### src/rtl/riscv_32i_defs_pkg.sv
// Shared rv32i definitions: register-file address/data types plus the
// write-arbiter state encoding and staged-write record.
package riscv_32i_defs_pkg;

   localparam int XLEN      = 32;
   localparam int RF_DEPTH  = 32;
   localparam int RF_ADDR_W = $clog2(RF_DEPTH);

   typedef logic [RF_ADDR_W-1:0] rf_addr_t;
   typedef logic [XLEN-1:0]      word_t;

   localparam rf_addr_t X0           = '0;
   localparam rf_addr_t RF_LAST_ADDR = rf_addr_t'(RF_DEPTH - 1);

   typedef enum logic {
      ARB_INIT,
      ARB_RUN
   } arb_state_t;

   // One register-file write as presented to the reg_file port.
   typedef struct packed {
      logic     en;
      rf_addr_t addr;
      word_t    data;
   } rf_wr_t;

endpackage

### src/rtl/rf_wr_arbiter_rr_arb2.sv
// Two-way round-robin grant with its priority pointer.  The grant is
// combinational from the valids; the pointer flips to the other side after
// every grant and holds when nothing is granted.
module rr_arb2 #(
   parameter bit RESET_PRIO = 1'b0
) (
   input  logic       clk,
   input  logic       rst,
   input  logic       i_en,
   input  logic [1:0] i_valid,
   output logic [1:0] o_grant
);

   logic       r_ptr;
   logic [1:0] w_grant;

   // Grant a lone requester; on contention grant the pointer side.
   always_comb begin
      // NOTE: every output of an always_comb gets a default first so no path leaves it unassigned (no latch).
      w_grant = 2'b00;
      if (i_en) begin
         case (i_valid)
            2'b01:   w_grant = 2'b01;
            2'b10:   w_grant = 2'b10;
            2'b11:   w_grant = r_ptr ? 2'b10 : 2'b01;
            default: w_grant = 2'b00;
         endcase
      end
   end

   // Pointer moves to the requester that was not just served.
   always_ff @(posedge clk or posedge rst) begin
      // NOTE: sequential state uses non-blocking assignment so all flops update together at the edge.
      if (rst)
         r_ptr <= RESET_PRIO;
      else if (|w_grant)
         r_ptr <= w_grant[0];
   end

   assign o_grant = w_grant;

endmodule

### src/rtl/rf_wr_arbiter.sv
// Register-file write-port owner for rv32i.  Arbitrates two writeback
// requesters round-robin and registers the winning write one cycle before
// it reaches the reg_file.  Build macro RF_INIT_CLEAR_EN enables the
// post-reset walk that writes INIT_VALUE to x1..x31; without it the INIT
// state is never entered and busy is tied low.
module rf_wr_arbiter
   import riscv_32i_defs_pkg::*;
#(
   parameter bit    RR_RESET_PRIO = 1'b0,
   parameter word_t INIT_VALUE    = 32'h0000_0000
) (
   input  logic     clk,
   input  logic     rst,
   input  logic     req0_valid,
   output logic     req0_ready,
   input  rf_addr_t req0_addr,
   input  word_t    req0_data,
   input  logic     req1_valid,
   output logic     req1_ready,
   input  rf_addr_t req1_addr,
   input  word_t    req1_data,
   output logic     rf_wr_en,
   output rf_addr_t rf_wr_reg,
   output word_t    rf_wr_data,
   output logic     busy
);

`ifdef RF_INIT_CLEAR_EN
   localparam arb_state_t RESET_STATE = ARB_INIT;
`else
   localparam arb_state_t RESET_STATE = ARB_RUN;
`endif

   arb_state_t r_state;
   arb_state_t w_state_nxt;
   rf_addr_t   r_init_addr;
   logic       w_run;
   logic [1:0] w_grant;
   logic       w_stage_load;
   rf_wr_t     w_stage;
   rf_wr_t     r_wr;

   assign w_run = (r_state == ARB_RUN);

   rr_arb2 #(
      .RESET_PRIO (RR_RESET_PRIO)
   ) u_rr_arb2 (
      .clk     (clk),
      .rst     (rst),
      .i_en    (w_run),
      .i_valid ({req1_valid, req0_valid}),
      .o_grant (w_grant)
   );

   // Clear-walk address: starts at x1 after every reset, advances while in INIT.
   always_ff @(posedge clk or posedge rst) begin
      if (rst)
         r_init_addr <= rf_addr_t'(1);
      else if (r_state == ARB_INIT)
         r_init_addr <= r_init_addr + rf_addr_t'(1);
   end

   // FSM state register.
   always_ff @(posedge clk or posedge rst) begin
      if (rst)
         r_state <= RESET_STATE;
      else
         r_state <= w_state_nxt;
   end

   // Next state and the write to stage this cycle (walk entry or granted request).
   always_comb begin
      w_state_nxt  = r_state;
      w_stage_load = 1'b0;
      w_stage      = '0;
      case (r_state)
         ARB_INIT: begin
            w_stage_load = 1'b1;
            w_stage.en   = 1'b1;
            w_stage.addr = r_init_addr;
            w_stage.data = INIT_VALUE;
            if (r_init_addr == RF_LAST_ADDR)
               w_state_nxt = ARB_RUN;
         end
         ARB_RUN: begin
            if (|w_grant) begin
               w_stage_load = 1'b1;
               w_stage.addr = w_grant[0] ? req0_addr : req1_addr;
               w_stage.data = w_grant[0] ? req0_data : req1_data;
               // x0 writes are accepted but never committed.
               w_stage.en   = (w_stage.addr != X0);
            end
         end
         default: w_state_nxt = RESET_STATE;
      endcase
   end

   // Write stage: enable is a pulse per staged write; address/data hold otherwise.
   always_ff @(posedge clk or posedge rst) begin
      if (rst) begin
         r_wr <= '0;
      end else begin
         r_wr.en <= w_stage.en;
         if (w_stage_load) begin
            r_wr.addr <= w_stage.addr;
            r_wr.data <= w_stage.data;
         end
      end
   end

   assign req0_ready = w_grant[0];
   assign req1_ready = w_grant[1];
   assign rf_wr_en   = r_wr.en;
   assign rf_wr_reg  = r_wr.addr;
   assign rf_wr_data = r_wr.data;

`ifdef RF_INIT_CLEAR_EN
   assign busy = (r_state == ARB_INIT);
`else
   assign busy = 1'b0;
`endif

endmodule

### config.mk
export PLATFORM = sky130hd
export DESIGN_NAME = rf_wr_arbiter
export DESIGN_NICKNAME = d
export VERILOG_FILES = /design/src/rtl/riscv_32i_defs_pkg.sv /design/src/rtl/rf_wr_arbiter_rr_arb2.sv /design/src/rtl/rf_wr_arbiter.sv
export SDC_FILE = /design/constraint.sdc
export NUM_CORES = 1
export LEC_CHECK = 0
export ABC_CLOCK_PERIOD_IN_PS = 3100
export BUFFER_PORTS_ARGS = -buffer_cell sky130_fd_sc_hd__buf_2
export CELL_PAD_IN_SITES_DETAIL_PLACEMENT = 0
export CELL_PAD_IN_SITES_GLOBAL_PLACEMENT = 1
export CORE_AREA = 10 10 90 92
export DETAILED_ROUTE_END_ITERATION = 12
export DIE_AREA = 0 0 100 102
export GPL_ROUTABILITY_DRIVEN = 0
export GPL_TIMING_DRIVEN = 1
export MAX_ROUTING_LAYER = met4
export PLACE_DENSITY = 0.81
export SLEW_MARGIN = 30
export SYNTH_ARGS = -nofsm -noshare
export SYNTH_HDL_FRONTEND = slang
export SYNTH_SLANG_ARGS = --single-unit
export TNS_END_PERCENT = 50
### constraint.sdc
create_clock -name clk -period 3.1 [get_ports clk]
set_clock_uncertainty 0.2 [all_clocks]
set_input_delay 0.155 -clock clk [delete_from_list [all_inputs] [get_ports clk]]
set_output_delay 0.155 -clock clk [all_outputs]
set_load 0.1 [all_outputs]
==> flow_metrics.env, run 1 <==
export IMPL_status="complete, no violations"
export IMPL_period_share_pct=82.8
export IMPL_cp_arrival_ps=2600
export IMPL_fin_cells=430
export IMPL_slew_limit_headroom_pct=48.9
export IMPL_clk_latency_ps=290
export IMPL_crit_start="req1_valid"
export IMPL_ys_seq_area_share_pct=50.8
export IMPL_rsz0062_at_grt="no"
export IMPL_wl_um=7400
export IMPL_required_ps=3130
export IMPL_synth_compound_area_share_pct=32.2
export IMPL_cp_max_fo=21
export IMPL_synthAdderAreaFrac_pct=1.13
export IMPL_synth_warnings=0
export IMPL_hold_class="primary input to flip-flop"
export IMPL_antenna_found_initial=0
export IMPL_cts_path_max_buffers=2
export IMPL_clock_sinks=45
export IMPL_cts_post_setup_buffers_inserted=0
export IMPL_synth_simple_gate_area_share_pct=6.58
export IMPL_period_needed_ps=2570
export IMPL_fmax_mhz=390
export IMPL_first_global_vias=2405
export IMPL_synth_xor_area_share_pct=1.18
export IMPL_synth_avg_cell_area_um2=11.6
export IMPL_crit_path_start_kind="primary input"
export IMPL_setup_viol_count_final=0
export IMPL_layout_drive_gt1_share_pct=41.4
export IMPL_slew_violations=0
export IMPL_largest_reg_flops=32
export IMPL_post_route_util_pct=54.9
export IMPL_clk_pin_slew_worst_paths_ps=80
export IMPL_synth_edff_count=0
export IMPL_p_per_area_nw_per_um2=580
export IMPL_timing_setup_tns_ps=0
export IMPL_finalHoldViolCount=0
export IMPL_holdBufCountCts=51
export IMPL_synth_top_flop_cell="dfrtp_1"
export IMPL_initial_core_util_pct=35.4
export IMPL_p_leak_nw=1.75
export IMPL_syn_inst=192
export IMPL_die_w_um=100
export IMPL_yosysTopAreaCell="dfrtp_1"
export IMPL_grt_usage_pct=14.7
export IMPL_root_buffer="clkbuf_8"
export IMPL_cts_resized=0
export IMPL_synth_mux_area_share_pct=1.01
export IMPL_grt_pass1_wl_um=12200
export IMPL_drtPass1Iterations=4
export IMPL_peakVddDrop_v=0.000310
export IMPL_postPlaceCellArea_um2=2800
export IMPL_dieArea_um2=10200
export IMPL_h_tree_depth=2
export IMPL_core_area_um2=6280
export IMPL_syn_to_final_growth_pct=55.0
export IMPL_drc_errors=0
export IMPL_r2r_start="u_rr_arb2.r_ptr"
export IMPL_design_area_um2=3450
export IMPL_hold_start="req1_data[14]"
export IMPL_route_vias_total=2166
export IMPL_synth_area_um2=2220
export IMPL_numCtsBuffers=5
export IMPL_cts_tree="yes"
export IMPL_io_pins=119
export IMPL_die_y_um=102
export IMPL_io_buffers=117
export IMPL_synth_seq_cells=45
export IMPL_cap_violations=0
export IMPL_grt_max_degree=46
export IMPL_ys_types=39
export IMPL_nets=432
export IMPL_dpl_cell_count=370
export IMPL_antenna_cells=0
export IMPL_rows=29
export IMPL_synthesis_nets=272
export IMPL_crit_path_end_kind="flip-flop"
export IMPL_synthArstFlopShare_pct=100
export IMPL_synth_top_family_by_area="compound AO/OA/AOI/OAI gates"
export IMPL_worstSetupPathType="primary input to flip-flop"
export IMPL_synth_top_area_share_pct=48.4
export IMPL_dpl_hpwl_um=4980
export IMPL_avgRoutedWirePerCell_um=17.2
export IMPL_synth_top_cells_by_area="dfrtp_1 48%, a22o_1 22%, dfstp_2 2.4%"
export IMPL_overflow=0
export IMPL_drt_initial_drc_count=102
export IMPL_antenna_left=0
export IMPL_worst_pin_slew_ps=765
export IMPL_vias_per_cell=5.04
kinds of logic after synthesis:
logic type / Yosys count
buf+inv: 26
fa+ha+maj: 2
simple gates: 24
mux: 2
compound gates: 89
flops: 45
xor+xnor: 3
other cells: 1
stage by stage:
step,setup slack (ps),hold slack [ps],power [mW]
final,533,4.45,2.00
after global routing,433,1.51,2.09
after CTS,561,0.455,2.01
after detailed placement,1140,223,1.48
after global placement,1170,223,1.47
after floorplan,1050,103,1.32
synth_stat cells, types with 2 or more instances:
master / number
a21boi_0: 4
a21oi_1: 6
a22o_1: 56
a22o_2: 4
a31oi_1: 3
buf_2: 6
buf_4: 5
buf_6: 4
clkbuf_1: 5
dfrtp_1: 43
dfstp_2: 2
ha_1: 2
inv_1: 6
mux2_2: 2
nand2_1: 7
o21ai_0: 7
o22ai_1: 5
or2_2: 2
xnor2_1: 3
critical path: stages:
cell and delay, ps:
dlygate4sd3_1 530, buf_2 190, a21boi_4 500, buf_4 360, a22o_1 180, dlygate4sd3_1 560, a22o_1 120
routing by layer:
metal | vias to the layer above | global-route usage (%) | wire length (µm)
li1 | 1049 | - | -
met5 | - | - | 0
met3 | 4 | 4.39 | 565
met2 | 85 | 24.7 | 3670
met4 | 0 | 1.96 | 42
met1 | 1028 | 17.3 | 3120
path summary, 6_finish.rpt:
kind | end | slack (ps) | cells after the start
max | rf_wr_data[4] | 530 | 7
min | rf_wr_data[14] | 4 | 3
max reg2reg | rf_wr_data[4] | 640 | 5
min reg2reg | rf_wr_data[1] | 300 | 1
max in group asynchronous | rf_wr_data[1] | 1930 | 3
min in group asynchronous | rf_wr_data[16] | 320 | 3
layout by cell type (no fill, tap or decap), types with 5 or more instances in the layout:
cell	count
inv_1	5
o22ai_1	5
buf_2	117
a22o_1	56
a21oi_1	6
o21ai_0	7
clkbuf_8	6
nand2_1	7
dfrtp_1	43
dlygate4sd3_1	52
power by group:
group          switching [mW]  total [mW]  internal (mW)
Clock                   0.200       0.462          0.262
Combinational           0.628       0.852          0.224
Sequential             0.0341       0.683          0.649
area by class of cell:
cell class	count	area, µm²
Timing Repair Buffer	173	1140
Fill cell	559	2830
Clock buffer	6	82.6
Inverter	6	23.8
Tap cell	77	96.3
Multi-Input combinational cell	121	941
Sequential cell	45	1130
Clock inverter	2	37.5
Note: power is estimated with default switching activity, not from simulation.
==> run 2: changes to the inputs <==
Settings changed: ABC_AREA set to 1, ABC_CLOCK_PERIOD_IN_PS 3100 to 2500, CORE_AREA 10 10 90 92 to 10 10 96 98, DIE_AREA 0 0 100 102 to 0 0 106 108, PLACE_DENSITY 0.81 to 0.76.
Clock period 3.1 ns to 2.5 ns, I/O delays scaled along.
==> flow_metrics.env, run 2 <==
export IMPL_layout_drive_gt1_share_pct=39.0
export IMPL_cap_violations=0
export IMPL_synth_top_family_by_area="simple AND/OR/NAND/NOR gates"
export IMPL_grt_pass1_wl_um=13100
export IMPL_fillers=731
export IMPL_crit_path_end_kind="flip-flop"
export IMPL_hold_depth=5
export IMPL_synth_top_cells_by_area="dfrtp_1 47%, nand2_1 16%, o211ai_1 9.8%"
export IMPL_numCtsBuffers=5
export IMPL_slew_limit_headroom_pct=61.6
export IMPL_synth_simple_gate_area_share_pct=29.7
export IMPL_yosys_top_cells_count="97 x nand2_1, 43 x dfrtp_1, 30 x o211ai_1, 23 x or2_2, 10 x or2_0"
export IMPL_whs_endpoint="rf_wr_reg[4]"
export IMPL_r2r_start="r_state"
export IMPL_post_route_util_pct=51.2
export IMPL_synth_top_flop_cell="dfrtp_1"
export IMPL_cp_max_fo=14
export IMPL_route_vias_total=2452
export IMPL_fmax_mhz=418
export IMPL_antenna_found_initial=0
export IMPL_synthAdderAreaFrac_pct=1.09
export IMPL_clock_sinks=45
export IMPL_timing_setup_tns_ps=0
export IMPL_root_buffer="clkbuf_8"
export IMPL_design_area_um2=3820
export IMPL_final_common_cell="buf_2"
export IMPL_worstSetupPathType="flip-flop to flip-flop"
export IMPL_syn_inst=263
export IMPL_clkPwrFrac_pct=15.8
export IMPL_p_per_area_nw_per_um2=730
export IMPL_yosysTopAreaCell="dfrtp_1"
export IMPL_h_tree_depth=2
export IMPL_syn_to_final_growth_pct=65.9
export IMPL_peakVddDrop_v=0.000328
export IMPL_cts_tree="yes"
export IMPL_period_share_pct=95.6
export IMPL_synth_most_common_cell="nand2_1"
export IMPL_drt_initial_drc_count=75
export IMPL_avgRoutedWirePerCell_um=14.2
export IMPL_synth_seq_cells=45
export IMPL_dieArea_um2=11400
export IMPL_drtPass1Iterations=4
export IMPL_synth_area_um2=2300
export IMPL_power_mw=2.79
export IMPL_holdWs_ps=18.6
export IMPL_largest_reg_flops=32
export IMPL_die_y_um=108
export IMPL_ys_types=26
export IMPL_first_global_vias=2689
export IMPL_fin_cells=556
export IMPL_synthesis_nets=343
export IMPL_finalHoldViolCount=0
export IMPL_die_w_um=106
export IMPL_required_ps=2530
export IMPL_slew_violations=0
export IMPL_cts_path_max_buffers=2
export IMPL_antenna_cells=0
export IMPL_drc_errors=0
export IMPL_synth_compound_area_share_pct=11.9
export IMPL_synth_mux_area_share_pct=0
export IMPL_core_area_um2=7450
export IMPL_synth_edff_count=0
export IMPL_cp_arrival_ps=2430
export IMPL_nets=533
export IMPL_reg2reg_to="rf_wr_data[14]"
export IMPL_synth_top_area_share_pct=46.8
export IMPL_postPlaceCellArea_um2=2980
export IMPL_p_leak_nw=1.91
export IMPL_synthArstFlopShare_pct=100
export IMPL_grt_max_degree=46
export IMPL_worst_pin_slew_ps=575
export IMPL_initial_core_util_pct=30.9
export IMPL_dpl_hpwl_um=5380
export IMPL_pre_cts_ws_ps=544
export IMPL_overflow=0
export IMPL_vias_per_cell=4.41
export IMPL_reg2reg_slack_ps=110
export IMPL_wl_um=7920
export IMPL_hold_class="primary input to flip-flop"
export IMPL_dpl_cell_count=473
export IMPL_pwr_share_seq_pct=32.0
export IMPL_synth_avg_cell_area_um2=8.74
export IMPL_synth_xor_area_share_pct=1.14
export IMPL_io_buffers=117
export IMPL_intPower_mw=1.37
export IMPL_clk_pin_slew_worst_paths_ps=90
export IMPL_power_frac_comb_pct=52.1
export IMPL_synth_warnings=0
export IMPL_crit_path_start_kind="flip-flop"
export IMPL_grt_usage_pct=14.2
export IMPL_status="complete, no violations"
export IMPL_antenna_left=0
export IMPL_rows=32
export IMPL_fin_ws_ps=109
export IMPL_r2r_cells=6
export IMPL_mostFrequentLayoutCells="116 x buf_2, 97 x nand2_1, 69 x dlygate4sd3_1, 43 x dfrtp_1, 30 x o211ai_1"
export IMPL_p_sw_mw=1.42
export IMPL_io_pins=119
export IMPL_hold_start="req1_addr[4]"
export IMPL_swShare_pct=51.0
export IMPL_setup_viol_count_final=0
export IMPL_clk_latency_ps=290
export IMPL_ys_seq_area_share_pct=49.1
export IMPL_period_needed_ps=2390
## run 2: cell count changes after synthesis, sizes merged, moves of 6 or more
cell and delta:
nand2 +91, a22o -60, o211ai +31, or2 +31, a21oi -6, nand3 +6, nand4 +6
## run 2: per-layer routing
layer | global-route usage, % | share of wire [%]
met1 | 16.7 | 45
met3 | 3.75 | 5.0
met4 | 3.58 | 0.93
met2 | 23.9 | 49
met5 | - | 0
## run 2: critical path: stages, from the launching register on
cell	delay [ps]
dfstp_2	630
clkinvlp_4	230
o21ai_4	260
buf_4	240
o211ai_1	110
dlygate4sd3_1	580
nand2_1	70
## run 2: kinds of logic after synthesis
kind of cell             after synthesis
adder cells (fa/ha/maj)                2
flip-flops                            45
AO/OA/AOI/OAI                         35
other                                  1
buffers and inverters                 27
XOR/XNOR                               3
AND/OR/NAND/NOR                      150
## run 2: cell type report
type	count	area (µm²)	share of cell area [%]
timing repair buffer	201	1400	36.7
sequential	45	1130	29.6
multi-input combinational	191	1030	27.0
tap	102	128	3.34
clock buffer	5	68.8	1.80
inverter	9	40.0	1.05
clock inverter	3	17.5	0.459
## run 2: timing repair
action / CTS / global route
hold buffers: 69 / 0
buffers inserted: 0 / 6
endpoints found under the setup margin: 0 / 23
endpoints found under the hold margin: 79 / 0
gates resized for setup: 0 / 4
## run 2: worst max path at each step
stage / depth (start not counted) / start / to / slack, ps
4_1_cts: 6 / r_state / rf_wr_data[14] / 20
2_1_floorplan: 4 / r_state / u_rr_arb2.r_ptr / 360
6_report: 6 / r_state / rf_wr_data[14] / 110
5_1_grt: 6 / r_state / rf_wr_data[10] / -10
3_5_place_dp: 6 / r_state / rf_wr_reg[2] / 540
3_3_place_gp: 5 / r_state / rf_wr_data[18] / 610
## run 2: power groups by stage
stage	combinational (mW)	clock, mW	sequential (mW)
after floorplan	0.271	0	1.71
after global placement	1.33	0	0.905
after detailed placement	1.34	0	0.907
after CTS	1.46	0.467	0.894
after global routing	1.53	0.495	0.909
final	1.45	0.441	0.893
